### src/rtl/instr_sequencer.sv
// instr_sequencer
//   Holds a host-loaded program store and walks it with a program counter,
//   handing one 16-bit instruction at a time to the CPU core over a
//   valid/ready handshake. HALT (0xF) and JUMP (0xE) words are executed here
//   and never reach the core.
//
// Ports
//   clk, reset          rising-edge clock, synchronous active-high reset
//   load_en/addr/data   host write port into the program store (IDLE/HALT only)
//   start, start_addr   begin execution at start_addr (ignored while busy)
//   abort               return to IDLE from any state
//   step_mode, step     single-step: wait for step after each accepted instr
//   instr, instr_valid  instruction to the core; instr_ready accepts it
//   pc                  current program counter
//   busy                high in FETCH, DECODE, ISSUE, WAIT_STEP
//   halted              a HALT word was reached
//   err                 sticky: host wrote while busy
//   issued_cnt          instructions accepted since last start (saturating)
module instr_sequencer #(
    parameter int DEPTH = 256
) (
    input  logic        clk,
    input  logic        reset,
    input  logic        load_en,
    input  logic [7:0]  load_addr,
    input  logic [15:0] load_data,
    input  logic        start,
    input  logic [7:0]  start_addr,
    input  logic        abort,
    input  logic        step_mode,
    input  logic        step,
    output logic [15:0] instr,
    output logic        instr_valid,
    input  logic        instr_ready,
    output logic [7:0]  pc,
    output logic        busy,
    output logic        halted,
    output logic        err,
    output logic [15:0] issued_cnt
);

    localparam logic [2:0] S_IDLE      = 3'd0;
    localparam logic [2:0] S_FETCH     = 3'd1;
    localparam logic [2:0] S_DECODE    = 3'd2;
    localparam logic [2:0] S_ISSUE     = 3'd3;
    localparam logic [2:0] S_WAIT_STEP = 3'd4;
    localparam logic [2:0] S_HALT      = 3'd5;

    localparam logic [3:0] OP_HALT = 4'hF;
    localparam logic [3:0] OP_JUMP = 4'hE;

    logic [2:0]  state;
    logic [15:0] mem [DEPTH];
    logic [15:0] rd_data;
    logic        idle_like;
    logic        wr_en;

    assign idle_like = (state == S_IDLE) || (state == S_HALT);
    // abort outranks every other input, including a host write
    assign wr_en     = load_en && idle_like && !abort;

    // Store is not reset. The read runs every cycle from pc; only the value
    // captured at the end of FETCH is consumed (in DECODE). A write landing on
    // the start edge is therefore visible to the first fetch.
    always_ff @(posedge clk) begin
        if (!reset && wr_en)
            mem[load_addr] <= load_data;
        rd_data <= mem[pc];
    end

    always_ff @(posedge clk) begin
        if (reset) begin
            state       <= S_IDLE;
            instr       <= '0;
            instr_valid <= 1'b0;
            pc          <= '0;
            busy        <= 1'b0;
            halted      <= 1'b0;
            err         <= 1'b0;
            issued_cnt  <= '0;
        end else if (abort) begin
            // pc, halted, err and issued_cnt deliberately hold
            state       <= S_IDLE;
            instr_valid <= 1'b0;
            busy        <= 1'b0;
        end else begin
            if (load_en && !idle_like)
                err <= 1'b1;
            case (state)
                S_IDLE, S_HALT: begin
                    if (start) begin
                        pc         <= start_addr;
                        halted     <= 1'b0;
                        err        <= 1'b0;
                        issued_cnt <= '0;
                        state      <= S_FETCH;
                        busy       <= 1'b1;
                    end
                end
                S_FETCH: state <= S_DECODE;
                S_DECODE: begin
                    if (rd_data[15:12] == OP_HALT) begin
                        halted <= 1'b1;
                        busy   <= 1'b0;
                        state  <= S_HALT;
                    end else if (rd_data[15:12] == OP_JUMP) begin
                        pc    <= rd_data[7:0];
                        state <= S_FETCH;
                    end else begin
                        instr       <= rd_data;
                        instr_valid <= 1'b1;
                        state       <= S_ISSUE;
                    end
                end
                S_ISSUE: begin
                    if (instr_ready) begin
                        instr_valid <= 1'b0;
                        pc          <= pc + 8'd1;
                        if (issued_cnt != 16'hFFFF)
                            issued_cnt <= issued_cnt + 16'd1;
                        state <= step_mode ? S_WAIT_STEP : S_FETCH;
                    end
                end
                S_WAIT_STEP: begin
                    if (step)
                        state <= S_FETCH;
                end
                default: begin
                    state <= S_IDLE;
                    busy  <= 1'b0;
                end
            endcase
        end
    end

endmodule

### config.mk
export PLATFORM = sky130hd
export DESIGN_NAME = instr_sequencer
export DESIGN_NICKNAME = d
export VERILOG_FILES = /design/src/rtl/instr_sequencer.sv
export SDC_FILE = /design/constraint.sdc
export NUM_CORES = 2
export LEC_CHECK = 0
export ABC_AREA = 0
export BUFFER_PORTS_ARGS = -buffer_cell sky130_fd_sc_hd__buf_2
export CORE_MARGIN = 8
export CORE_UTILIZATION = 36
export CTS_BUF_LIST = sky130_fd_sc_hd__clkbuf_16
export DETAILED_ROUTE_END_ITERATION = 6
export SYNTH_ARGS = -nofsm -noshare
export SYNTH_HDL_FRONTEND = slang
export SYNTH_SLANG_ARGS = --single-unit
### constraint.sdc
create_clock -name clk -period 3.1 [get_ports clk]
set_input_delay 0.465 -clock clk [delete_from_list [all_inputs] [get_ports clk]]
set_output_delay 0.465 -clock clk [all_outputs]
set_load 0.01 [all_outputs]
# Yosys cells after proc, flatten, opt, wreduce, memory -nomap -nowiden

Memories as Yosys holds them, arrays and structs flattened. A register that Yosys moved wholly into a read port is not among the register bits.
Index checks and enable logic that the tools add are counted.

Flip-flop bits (word level): 47
Bits in writable memories: 4,096
Input port bits: 40
Output and inout bits: 44
Word-level logic and storage cells: 85
Memories: 1

Add/subtract/negate cells: 2
Equality and inequality tests: 16
Multiplexer cells: 31
Bitwise operators: 4
Reduce and logical (&&, ||, !) cells: 23

Memory list:

| memory | depth | width | read ports | clocked after Yosys merged registers in | wr ports | RTL line | source |
|---|---|---|---|---|---|---|---|
| mem    | 256   | 16    | 1          | 1                                       | 1        | 53       | `logic [15:0] mem [DEPTH];` |

Operators with widths:

| kind                                                | number |
|---|---|
| 2-to-1 mux 16 bit                                   | 3 |
| 2-to-1 mux 8 bit                                    | 4 |
| one-hot mux 16 bit (2 select lines)                 | 1 |
| one-hot mux 8 bit (3 select lines)                  | 1 |
| adder 16 x 1 -> 16 bit, second input constant       | 1 |
| inequality test 16 bit, second input constant       | 1 |
| inequality test 2 bit, second input constant        | 8 |
| 2-to-1 mux 3 bit                                    | 5 |
| one-hot mux 3 bit (5 select lines)                  | 1 |
| 2-to-1 mux 1 bit                                    | 12 |
| AND reduction 4 bit                                 | 3 |
| adder 8 x 1 -> 8 bit, second input constant         | 1 |
| equality test 4 bit, second input constant          | 2 |
| equality test 3 x 2 -> 1 bit, second input constant | 2 |
| equality test 3 bit, second input constant          | 2 |
| AND reduction 3 bit                                 | 2 |
| AND reduction 6 bit                                 | 1 |
| nonzero test 2 bit                                  | 3 |
| AND reduction 5 bit                                 | 1 |
| logical AND 1 bit                                   | 4 |
| inverter 1 bit                                      | 4 |
| one-hot mux 1 bit (2 select lines)                  | 2 |
| OR reduction 2 bit                                  | 2 |
| equality test 3 x 1 -> 1 bit, second input constant | 1 |
| 7 further kinds                                     | 9 |

# Logic depth before layout (Yosys ltp)

Depth in word-level cells: 7
Depth in mapped cells: 14
Depth with buffers taken out: 7

# Worst setup path before layout

Ideal clock, no wire load.

Path kind: register -> register
Start: register state[2]
End: memory mem[221][0] (enable)
Setup time: 0.388 ns
Arrival time: 2.420 ns
Data required time: 2.712 ns
Path slack: 0.292 ns
Stages on the path, launching flop included: 9
Path buffers: 2
Clock period less this slack: 2.808 ns
Cells stage by stage: dfxtp_1 -> clkbuf_1 -> xor2_1 -> nor2_1 -> nand3_1 -> nor3b_1 -> nand3_1 -> clkbuf_1 -> nor2_1

Cells in the longest elaborated chain, start to end: 7
Elaborated cells on any way between the ends: 8
Those cells by class: eq/ne (1); mux (2); reduce/logical (5)

Ends and longest elaborated chain:

| element                                                       | RTL line | source |
|---|---|---|
| from (decl)                                                   | 52       | `logic [2:0] state;` |
| from (signal assigned)                                        | 121      | `state <= step_mode ? S_WAIT_STEP : S_FETCH;` |
| equality test 3 bit / zero test 3 bit (equally long branches) | 58       | `assign idle_like = (state == S_IDLE) \|\| (state == S_HALT);` |
| logical OR 1 bit *                                            | 58       |  |
| logical AND 1 bit * (2 in a row)                              | 60       | `assign wr_en = load_en && idle_like && !abort;` |
| logical AND 1 bit *                                           | 66       | `if (!reset && wr_en)` |
| 2-to-1 mux 1 bit *                                            | 66       |  |
| 2-to-1 mux 1 bit (not written as such) *                      | 67       | `mem[load_addr] <= load_data;` |
| to (decl)                                                     | 53       |  |

Every way passes the cells marked *; elsewhere a longest branch is shown, timed or not.

==> qor.csv <==
stage,metric,value,unit
run_status,status,"finished, violations left",
run_status,failing checks,setup timing,
placed_design,PortBufs,83,
synthesis,Gate Count Post-Synth,7587,
die,Top Ports,84,
power_and_ir_drop,Comb pwr share,6.7,%
sta,Setup TNS,-259,ps
clock_tree,H-Tree Depth,5,
synthesis,Adder-Cell Fraction of Synth Area,0.0155,%
min_path,worst hold path cell count,1,
synthesis,largest family of logic cells by synthesized area,multiplexers,
min_path,Hold WC Path Type,input pin to flip-flop,
power_and_ir_drop,Peak VDD IR,527,uV
sta,RSZ-0062 raised after global routing,yes,
power_and_ir_drop,Power Total,119,mW
sta,transition time of the tightest slew-check pin,1160,ps
sta,Hold WS,89.3,ps
clock_tree,"CTS clk-pin slew, worst paths",60,ps
grt,GRT Total Usage,18.9,%
power_and_ir_drop,P_sw,26.3,mW
critical_path,R2R Setup Slk,-70,ps
route,Final ANT Viol Nets,0,
clock_tree,clk buf depth,4,
grt,initial antenna violation count,33,
layout,fin util,43.3,%
sta,fin crit share,102,%
synthesis,register area share after synthesis,76.9,%
critical_path,crit path launch type,flip-flop,
route,routed via count,84100,
synthesis,Yosys reg bits,4159,
sta,Final setup viols,6,
clock_tree,clk_lat worst skew,990,ps
min_path,"Endpoint, Worst Hold",mem[80][7]$_DFFE_PP_,
sta,Max Slew Vio Count,0,
synthesis,yosys warns,0,
grt,vias in the first global route,83500,
sta,relative slew slack,22.4,%
grt,largest net degree at the start of global routing,120,
synthesis,Async SR Flop Fraction,0,%
synthesis,Synth Flop Type,edfxtp_1,
synthesis,"Cell Area, Synth",0.162,mm2
power_and_ir_drop,Pint,92.7,mW
synthesis,syn avg cell area,21.3,um2
clock_tree,Clock Sinks,4159,
synthesis,Post-synth EDFFs,4096,
layout,layout cell share with drive strength beyond 1,31.2,%
route,WL/cell,30.7,um
sta,"Hold Vio Cnt, Final",0,
power_and_ir_drop,Clk pwr share,41.2,%
critical_path,CP peak stage delay,740,ps
placed_design,hpwl dp,287000,um
power_and_ir_drop,switching part of the total,22.1,%
die,initial core utilization,36.1,%
synthesis,mux cell area share after synthesis,15.6,%
layout,Nets,8759,
power_and_ir_drop,pwr/cell area,614,mW/mm2
layout,area delta synth->final,20.0,%
clock_tree,TritonCTS clock tree,done,
synthesis,syn_nets,7629,
die,Die X,686,um
critical_path,CP arrival,3990,ps
critical_path,r2r startpoint,pc[7]$_SDFFE_PP0P_,
critical_path,R2R Path End,rd_data[14]$_DFF_P_,
synthesis,post-synth top area share,76.1,%
layout,Fillers,38200,
die,core area,0.448,mm2
synthesis,Synth area leaders,"edfxtp_1 (76%), mux4_2 (12%), mux2i_1 (3.0%)",
critical_path,Setup crit end kind,flip-flop,
power_and_ir_drop,LEAKAGE,60.6,nW
critical_path,"Critical Path, Cell by Cell","buf_4, nand3b_1, nor2_1, nand2_2, a21oi_1, or4_4, nor4_2, buf_4, nor4b_2",
synthesis,synth cell count leaders,"edfxtp_1 (4096), mux4_2 (849), mux2i_1 (485)",
critical_path,maximum net fanout on the critical path,8,
die,Die ar.,0.471,mm2
synthesis,unique cell type count in the Yosys netlist,79,
min_path,hold_sp,load_data[7],
synthesis,cell type with the largest total area after synthesis,edfxtp_1,
placed_design,GPL Wtd Cong,0.881,
route,initial drt markers,11200,
run,Max-cap violations,0,
sta,Final WS setup,-71.7,ps
critical_path,most frequent CP cell,buf_4,
synthesis,simple-gate share of the synthesized area,2.49,%
grt,total grt overflow,0,
synthesis,Synth Area in XOR/XNOR,0.0759,%
route,DRC violations left,0,
critical_path,critical path class,flip-flop to flip-flop,
sta,Clock Skews,72.1,ps
sta,FMAX,0.315,GHz
die,chip height,686,um
clock_tree,clk root buf,clkbuf_16,
power_and_ir_drop,Seq pwr share,52.1,%
route,drt pass-1 iters,7,
synthesis,most frequent cell after synthesis,edfxtp_1,
route,final WL,461000,um
critical_path,FF-to-FF path depth,9,
clock_tree,TritonCTS Buffers,413,
sta,fin crit period,3170,ps
die,# rows,246,
route,routed vias/inst,5.60,
critical_path,CP max-delay cell,dfxtp_1,
synthesis,compound-gate portion of the synthesized area,2.92,%
grt,global-route wire length before repair,643000,um
critical_path,Required @ worst endpoint,3910,ps
## routing by layer
metal / share of wire, % / track usage (%) / up-vias
met5: 0.0017 / 0 / -
met4: 3.3 / 5.48 / 2
met2: 48 / 30.9 / 4170
li1: - / - / 34300
met1: 39 / 25.7 / 45000
met3: 9.6 / 4.12 / 658
## area by class of cell
class                           count  area [um2]  share of cell area [%]
Sequential cell                  4159      124000                    64.1
Inverter                           10        57.6                  0.0297
Multi-Input combinational cell   2975       35200                    18.1
Clock buffer                      420       10500                    5.42
Clock inverter                    334        2780                    1.43
Antenna cell                       16        40.0                  0.0206
Timing Repair Buffer             1158       13600                    7.03
Tap cell                         5952        7450                    3.84
## power by group through the flow
stage | Sequential, mW | Combinational (mW) | Clock, mW
floorplan | 63.1 | 3.89 | 0
global placement | 63.2 | 7.40 | 0
detailed placement | 63.2 | 7.50 | 0
CTS | 62.0 | 7.81 | 49.8
global route | 61.9 | 8.31 | 51.8
finish | 62.0 | 7.98 | 49.0
## per-stage QoR
stage | setup WS [ps] | cell area, um2 | instances
5_1_grt | -67.6 | 194000 | 15000
4_1_cts | -162 | 193000 | 15000
3_3_place_gp | -748 | 178000 | 14200
3_5_place_dp | -739 | 178000 | 14200
2_1_floorplan | 292 | 162000 | 7587
6_report | -71.7 | 194000 | 15000
## worst max-delay path: cells and delay by family, from the launching register on
family	cells	cell delay, ps
AOI/OAI and AO/OA	1	350
and+or+nand+nor	6	1510
buffers and inverters	2	380
DFF	1	740
## flip-flops by register name, summed over array words and instances (netlist names)
register and count:
mem 4096, instr 16, issued_cnt 16, rd_data 16, pc 8, state 3, busy 1, err 1
halted 1, instr_valid 1
## layout by cell type (no fill, tap or decap), drive strengths merged, types with 9 or more instances in the layout
| cell | count |
|---|---|
| o21ai | 55 |
| mux4 | 889 |
| nand2 | 204 |
| dlygate4sd3 | 23 |
| a21oi | 148 |
| clkinv | 184 |
| a22o | 11 |
| edfxtp | 4096 |
| a211oi | 40 |
| nand2b | 10 |
| o22ai | 122 |
| a31oi | 10 |
| bufinv | 36 |
| and3 | 23 |
| a211o | 9 |
| nor2b | 17 |
| clkinvlp | 16 |
| clkbuf | 422 |
| mux2 | 16 |
| o221ai | 168 |
| xor2 | 10 |
| nand3 | 77 |
| nor2 | 347 |
| inv | 108 |
| nand4 | 14 |
| dfxtp | 63 |
| a22oi | 48 |
| diode | 16 |
| nor3 | 125 |
| nor4 | 30 |
| mux2i | 485 |
| buf | 1126 |
## how the worst max path moves through the flow
| stage | startpoint | endpoint | slack, ps | cells after the start |
|---|---|---|---|---|
| floorplan | state[2]$_SDFFE_PP0P_ | mem[221][0]$_DFFE_PP_ | 290 | 8 |
| global placement | pc[0]$_SDFFE_PP0P_ | rd_data[4]$_DFF_P_ | -750 | 12 |
| detailed placement | pc[0]$_SDFFE_PP0P_ | rd_data[4]$_DFF_P_ | -740 | 12 |
| CTS | pc[1]$_SDFFE_PP0P_ | rd_data[14]$_DFF_P_ | -160 | 9 |
| global route | pc[0]$_SDFFE_PP0P_ | rd_data[14]$_DFF_P_ | -70 | 13 |
| finish | pc[7]$_SDFFE_PP0P_ | rd_data[14]$_DFF_P_ | -70 | 9 |
## repair_timing
action,CTS,global route
pin swaps,12,30
setup buffers,24,34
resized for setup,131,106
endpoints found under the setup margin,16,16
cloned,11,2
hold buffers,23,0
endpoints found under the hold margin,451,0
## kinds of logic after synthesis
group	after synthesis
compound gates	676
xor+xnor	14
fa+ha+maj	2
buf+inv	453
flops	4159
mux	1390
simple gates	893
Note: power is estimated with default switching activity, not from simulation.
